File: config.mk
export PLATFORM = sky130hd
export DESIGN_NAME = decoder_rr_arbiter
export DESIGN_NICKNAME = d
export VERILOG_FILES = /design/src/rtl/decoder_rr_arbiter.sv
export SDC_FILE = /design/constraint.sdc
export NUM_CORES = 1
export LEC_CHECK = 0
export ABC_AREA = 1
export CORE_MARGIN = 8
export CORE_UTILIZATION = 25
export CTS_CLUSTER_DIAMETER = 120
export CTS_CLUSTER_SIZE = 14
export DETAILED_ROUTE_END_ITERATION = 8
export SYNTH_ARGS = -nofsm -noshare
export SYNTH_HDL_FRONTEND = slang
export SYNTH_SLANG_ARGS = --single-unit
export TNS_END_PERCENT = 30
File: constraint.sdc
create_clock -name i_clk -period 2.9 [get_ports i_clk]
set_input_delay 0.87 -clock i_clk [delete_from_list [all_inputs] [get_ports i_clk]]
set_output_delay 0.87 -clock i_clk [all_outputs]
set_load 0.005 [all_outputs]
File: src/rtl/decoder_rr_arbiter.sv
// Round-robin sequencer sharing one 2-to-4 one-hot decoder among four requesters.
// Drives decoder select (a, b) and enable (c). Every grant is registered and bounded by HOLD_MAX.
// The enable drops for one cycle between owners, so the decoder output breaks before it makes.

module decoder_rr_arbiter_chk (
  input logic       i_clk,
  input logic       i_rst,
  input logic       i_sel_a,
  input logic       i_sel_b,
  input logic       i_en,
  input logic [1:0] i_gnt_id,
  input logic [3:0] i_gnt,
  input logic       i_timeout
);

  a_gnt_onehot0: assert property (@(posedge i_clk) disable iff (i_rst)
    $onehot0(i_gnt));

  a_gnt_matches_decoder: assert property (@(posedge i_clk) disable iff (i_rst)
    i_gnt == (i_en ? (4'b0001 << {i_sel_a, i_sel_b}) : 4'b0000));

  a_sel_matches_id: assert property (@(posedge i_clk) disable iff (i_rst)
    {i_sel_a, i_sel_b} == i_gnt_id);

  a_timeout_only_in_gap: assert property (@(posedge i_clk) disable iff (i_rst)
    i_timeout |-> !i_en);

  a_no_owner_change_while_enabled: assert property (@(posedge i_clk) disable iff (i_rst)
    (i_en && $past(i_en)) |-> (i_gnt_id == $past(i_gnt_id)));

endmodule

module decoder_rr_arbiter #(
  parameter int HOLD_MAX = 4
) (
  input  logic       i_clk,
  input  logic       i_rst,
  input  logic [3:0] i_req,
  input  logic       i_done,
  output logic       o_sel_a,
  output logic       o_sel_b,
  output logic       o_en,
  output logic [1:0] o_gnt_id,
  output logic [3:0] o_gnt,
  output logic       o_timeout
);

  localparam logic [7:0] HOLD_LAST = 8'(HOLD_MAX - 1);

  typedef enum logic [1:0] {
    ST_IDLE  = 2'd0,
    ST_GRANT = 2'd1,
    ST_GAP   = 2'd2
  } state_t;

  // Bit 2 flags a valid pick.
  // Lower offsets from ptr overwrite higher ones, so the closest requester wins.
  function automatic logic [2:0] rr_pick(input logic [3:0] req, input logic [1:0] ptr);
    logic [2:0] res;
    logic [1:0] idx;
    res = 3'b000;
    for (int k = 3; k >= 0; k--) begin
      idx = ptr + 2'(k);
      if (req[idx]) begin
        res = {1'b1, idx};
      end else begin
        res = res;
      end
    end
    return res;
  endfunction

  state_t     r_state, w_state_nxt;
  logic [1:0] r_ptr, w_ptr_nxt;
  logic [7:0] r_cnt, w_cnt_nxt;
  logic [1:0] r_gnt_id, w_gnt_id_nxt;
  logic       r_en, w_en_nxt;
  logic [3:0] r_gnt, w_gnt_nxt;
  logic       r_timeout, w_timeout_nxt;

  logic [2:0] w_pick;
  logic       w_rel_done;
  logic       w_rel_drop;
  logic       w_rel_hold;

  assign w_pick     = rr_pick(i_req, r_ptr);
  assign w_rel_done = i_done;
  assign w_rel_drop = ~i_req[r_gnt_id];
  assign w_rel_hold = (r_cnt == HOLD_LAST);

  // Next-state and next-output decode.
  always_comb begin
    w_state_nxt   = r_state;
    w_ptr_nxt     = r_ptr;
    w_cnt_nxt     = r_cnt;
    w_gnt_id_nxt  = r_gnt_id;
    w_en_nxt      = 1'b0;
    w_timeout_nxt = 1'b0;
    case (r_state)
      ST_IDLE, ST_GAP: begin
        if (w_pick[2]) begin
          w_state_nxt  = ST_GRANT;
          w_gnt_id_nxt = w_pick[1:0];
          w_en_nxt     = 1'b1;
          w_cnt_nxt    = 8'd0;
        end else begin
          w_state_nxt  = ST_IDLE;
        end
      end
      ST_GRANT: begin
        if (w_rel_done || w_rel_drop || w_rel_hold) begin
          // A done or a dropped request takes precedence over the hold limit.
          // In that case no timeout is reported.
          w_state_nxt   = ST_GAP;
          w_ptr_nxt     = r_gnt_id + 2'd1;
          w_cnt_nxt     = 8'd0;
          w_timeout_nxt = w_rel_hold & ~w_rel_done & ~w_rel_drop;
        end else begin
          w_en_nxt  = 1'b1;
          w_cnt_nxt = r_cnt + 8'd1;
        end
      end
      default: begin
        w_state_nxt = ST_IDLE;
        w_cnt_nxt   = 8'd0;
      end
    endcase
    if (w_en_nxt) begin
      w_gnt_nxt = 4'b0001 << w_gnt_id_nxt;
    end else begin
      w_gnt_nxt = 4'b0000;
    end
  end

  // State and output registers.
  always_ff @(posedge i_clk) begin
    if (i_rst) begin
      r_state   <= ST_IDLE;
      r_ptr     <= 2'd0;
      r_cnt     <= 8'd0;
      r_gnt_id  <= 2'd0;
      r_en      <= 1'b0;
      r_gnt     <= 4'b0000;
      r_timeout <= 1'b0;
    end else begin
      r_state   <= w_state_nxt;
      r_ptr     <= w_ptr_nxt;
      r_cnt     <= w_cnt_nxt;
      r_gnt_id  <= w_gnt_id_nxt;
      r_en      <= w_en_nxt;
      r_gnt     <= w_gnt_nxt;
      r_timeout <= w_timeout_nxt;
    end
  end

  assign o_sel_a   = r_gnt_id[1];
  assign o_sel_b   = r_gnt_id[0];
  assign o_en      = r_en;
  assign o_gnt_id  = r_gnt_id;
  assign o_gnt     = r_gnt;
  assign o_timeout = r_timeout;

  decoder_rr_arbiter_chk u_chk (
    .i_clk     (i_clk),
    .i_rst     (i_rst),
    .i_sel_a   (o_sel_a),
    .i_sel_b   (o_sel_b),
    .i_en      (o_en),
    .i_gnt_id  (o_gnt_id),
    .i_gnt     (o_gnt),
    .i_timeout (o_timeout)
  );

endmodule

======== Word-level counts from Yosys, hierarchy flattened ========
Index checks and enable logic that the tools add are counted.
cells by class
  $mul .................................... 0
  eq/ne operators ......................... 5
  divide/modulo/power cells ............... 0
  bitwise operators ....................... 7
  reduce and logical (&&, ||, !) cells .... 7
  add/subtract/negate cells ............... 5
  shifts and indexed selects .............. 1
  mux-type cells .......................... 25
  $lt $le $gt $ge ......................... 5
operator list
  cell                 count
  $mux 8               2
  $pmux 8 s2           1
  $lt 2x3->1 const B   5
  $mux 3               4
  $bmux 1 s2           5
  $add 8x1->8 const B  1
  $eq 8x2->1 const B   1
  $mux 1               8
  $mux 2               3
  $not 1->1            5
  $add 2x1->2 const B  2
  $add 2x2->2 const B  2
  $ne 2x2->1 const B   2
  $pmux 2 s2           1
  $reduce_or 2->1      2
  $shl 1x2->4 const A  1
  $reduce_or 3->1      1
  $and 1x1->1          2
  $eq 2x1->1 const B   1
  $eq 2x2->1 const B   1
  $logic_not 2->1      1
  $logic_or 1x1->1     2
  $pmux 1 s2           1
  $reduce_and 2->1     1
word-level totals
  register bits ........................... 20
  input port bits ......................... 7
  ROM bits ................................ 0
  memories kept ........................... 0
  output and inout bits ................... 10
  bits in latches ......................... 0
  RAM bits ................................ 0

======== Depth between registers and ports, before layout ========
  word-level depth ........................ 11
  depth in mapped cells ................... 13
  mapped depth without buffers ............ 12

======== Worst setup path after synthesis ========
Ideal clock, no wire load.
  kind .................................... input-to-reg
  from .................................... in i_req[2]
  to ...................................... reg r_gnt_id[0] (netlist: o_gnt_id[0])
  arrival ................................. 1628 ps
  setup slack ............................. 1143 ps
  stages on the path ...................... 10
  buffers on the path ..................... 0
  path through ............................ nand2_1 -> nand2_2 -> nand2_2 -> nand2_2 -> nor2_4 -> nand2_4 -> nand3_1 -> nor2_1 -> nor2_2 -> nor2_1
on the way
  cells in the longest elaborated chain, start to end .. 8
  elaborated cells between the ends (all ways) .. 14
  classes of those cells .................. mux (14)
RTL lines
  what                          line  source
  start, declared               38    input logic [3:0] i_req,
  $bmux 1 s2                    64    if (req[idx]) begin
  $mux 1 (not written as such)  64
  $mux 3 (3 in series)          64
  $mux 3 *                      64
  $mux 2 *                      101   if (w_pick[2]) begin
  $mux 2 *                      99    case (r_state)
  end signal, assigned          149   r_gnt_id <= w_gnt_id_nxt;
  end, declared                 76    logic [1:0] r_gnt_id, w_gnt_id_nxt;
Mark *: on every way between the ends. The rest lies on a longest branch, timed or not. The select of a mux whose other input is x is not followed.
A chain may end at the register's enable or synchronous reset.

======== Worst setup path after layout ========
  from .................................... reg r_gnt_id[0] (netlist: o_gnt_id[0])
  to ...................................... out o_sel_b
RTL lines
  what           line  source
  end, declared  41    output logic o_sel_b,
No word-level cell between the ends.

==> flow_summary_export.csv <==
group,metric,value,unit
run_status,outcome,"finished, final reports clean",
cts,cts-root-buf,"clkbuf_8",
global_routing,grt_max_degree,13,
final_layout,fin_cells,238,
global_routing,grtUsageTotal,7.40,%
synthesis,synth_seq_area_share,34.9,%
timing,max_slew_margin,66.0,%
critical_path,worstPathCellList,"clkdlybuf4s50_1",
global_routing,grt_overflow,0,
placement,place_inst,234,
power,pwr-share-clk,28.5,%
final_layout,area_growth_syn_to_layout,23.5,%
die,core_area,0.00438,sq mm
critical_path,cp-start-kind,"register",
synthesis,syn_nets,178,
route,ant_nets,0,
die,initial_core_util,26.2,%
cts,h-tree-depth,1,
power,powerDensity,698,mW/mm^2
synthesis,synthMostInstantiatedCell,"nand2_1",
synthesis,synth_top_family_by_area,"simple AND/OR/NAND/NOR gates",
route,viasPerCell,4.45,
final_layout,drive_gt1_share,14.0,%
route,drc_errors,0,
cts,clockBufferDepth,2,
power,ir_worst_vdd,180,uV
synthesis,synth_compound_area_share,8.28,%
route,wl,2.53,mm
timing,timing.fmax,455,MHz
synthesis,synth_edf_count,0,
final_layout,nFillCells,497,
cts,clkTransAtPathRegs,70,ps
synthesis,synth_ff_type,"dfxtp_1",
final_layout,final_nets,195,
timing,hold_violations,0,
final_layout,regArea,400,sq um
timing,post-route-period-util,75.7,%
power,pwr-share-seq,35.2,%
die,dieWidth,83.8,microns
synthesis,synth_top_area_cell,"dfxtp_1",
power,power.share.switching,34.9,%
placement,gp_congestion,0.747,
critical_path,cpLargestDelayFamily,"buffers and inverters",
run,cap_violations,0,
timing,max_slew.worst_pin.slew,509,ps
synthesis,yosys.area_share.simple,43.5,%
cts,cts.sinks,20,
die,rows,24,
critical_path,crit_fanout,7,
cts,cts_tree,"yes",
timing,whs,484,ps
synthesis,synth-adder-area-share,1.09,%
global_routing,use_met2,11.6,%
synthesis,netlist.area_leader.share,34.9,%
global_routing,busiest_layer,"met2",
synthesis,netlist_top_cells_count,"50 x nand2_1, 21 x nor2_1, 20 x dfxtp_1, 13 x inv_1, 12 x nand3_1",
global_routing,grt_pass1_wl,4.40,mm
final_layout,multi_input_area,651,sq um
critical_path,worstPathArrival,1330,ps
synthesis,synth_xor_area_share,3.81,%
power,internal_power,645,uW
global_routing,grt_pass1_vias,955,
critical_path,cp_slowest_cell,"clkdlybuf4s50_1",
synthesis,netlist_instances,170,
route,vias,1060,
route,drtPass1Iterations,4,
timing,setup_violations,0,
critical_path,crit_buf_inv,1,
final_layout,final_area,0.00142,sq mm
final_layout,fin_util,32.4,%
die,die_h,83.8,microns
critical_path,max_stage_delay,570,ps
synthesis,async_reset_ff_share,0,%
power,combPwrFrac,36.3,%
synthesis,syn_area,0.00115,sq mm
power,p_switching,346,uW
cts,clkLatencyLatePin,260,ps
cts,post_cts_buffers,0,
timing,clock_skew,3.22,ps
placement,dp.final_hpwl,1.93,mm
die,ios,17,
die,dieArea,0.00702,sq mm
route,wl_per_cell,10.6,microns
global_routing,antenna_found_initial,0,
synthesis,netlist_top_cells_area,"dfxtp_1 35%, nand2_1 16%, nor2_1 6.9%",
hold_path,min_path_type,"reg -> reg",
synthesis,synth_warnings,0,
synthesis,synth_mux_area_share,0,%
route,drt_iter0_drc,47,
timing,rsz0062_at_grt,"no",
critical_path,cp-end-kind,"primary output",
global_routing,grt_use_met3,1.95,%
placement,place_area,0.00135,sq mm
synthesis,synth_cell_types,26,
synthesis,ys_ff_latch,20,
cts,cts_resized,0,
timing,finalSetupTns,0,ps
cts,cts_hold_buffers,0,
synthesis,syn_area_per_cell,6.76,sq um
placement,io_buffer_count,16,
power,leakagePower,0.595,nW
global_routing,gr-usage-met1,9.30,%
cts,cts_made_buffers,3,
timing,maxSlewViolCount,0,
critical_path,critPathRequiredTime,2030,ps
final_layout,diodes,0,
critical_path,critPathKind,"reg -> out",
timing,fin_crit,2200,ps
power groups by stage:
stage	clock (mW)	sequential (mW)	combinational (mW)
global route	0.301	0.354	0.404
floorplan	0	0.342	0.267
global placement	0	0.356	0.362
detailed placement	0	0.356	0.363
CTS	0.289	0.349	0.365
finish	0.282	0.348	0.360
cell usage in the layout (no fill, tap or decap), drive strengths merged, types with 2 or more instances in the layout:
cell type / count
nand3: 12
nor2: 25
o21ai: 4
clkdlybuf4s50: 16
nand4: 4
nor3: 2
xor2: 3
nand2: 61
or2: 2
dfxtp: 20
a21oi: 12
inv: 15
clkbuf: 3
xnor2: 2
metal layers:
layer,wire (microns),vias to the layer above
li1,-,566
met1,1270,477
met2,1130,12
met3,83,5
met4,42,0
met5,0,-
logic make-up after synthesis:
logic type / count (synthesis)
AND/OR/NAND/NOR: 107
XOR/XNOR: 5
adder cells (fa/ha/maj): 1
buffers and inverters: 20
AO/OA/AOI/OAI: 17
flip-flops: 20
per-stage QoR:
step,power [mW],setup WS (ps)
global placement,0.718,460
global route,1.06,567
CTS,1.00,683
detailed placement,0.719,452
finish,0.990,704
floorplan,0.609,1140
final cells by class:
cell class,count,area share (%)
multi-input cells,130,45.9
flip-flops and latches,20,28.2
repair buffers,17,11.8
well taps,52,4.59
inverters,15,4.50
clock buffers,3,2.91
clock inverters,1,2.12
flip-flops by register name, summed over array words and instances, names as in the netlist:
name and flops:
o_en 1, o_gnt 4, o_gnt_id 2, o_timeout 1, r_cnt 8, r_ptr 2, r_state 2
final timing paths:
kind               to  cells after the start  slack (ps)         from
min          r_cnt[1]                      2         480     r_cnt[1]
max           o_sel_b                      1         700  o_gnt_id[0]
min reg2reg  r_cnt[1]                      2         480     r_cnt[1]
max reg2reg  r_cnt[2]                     10        1160     r_ptr[0]
Note: power is estimated with default switching activity, not from simulation.
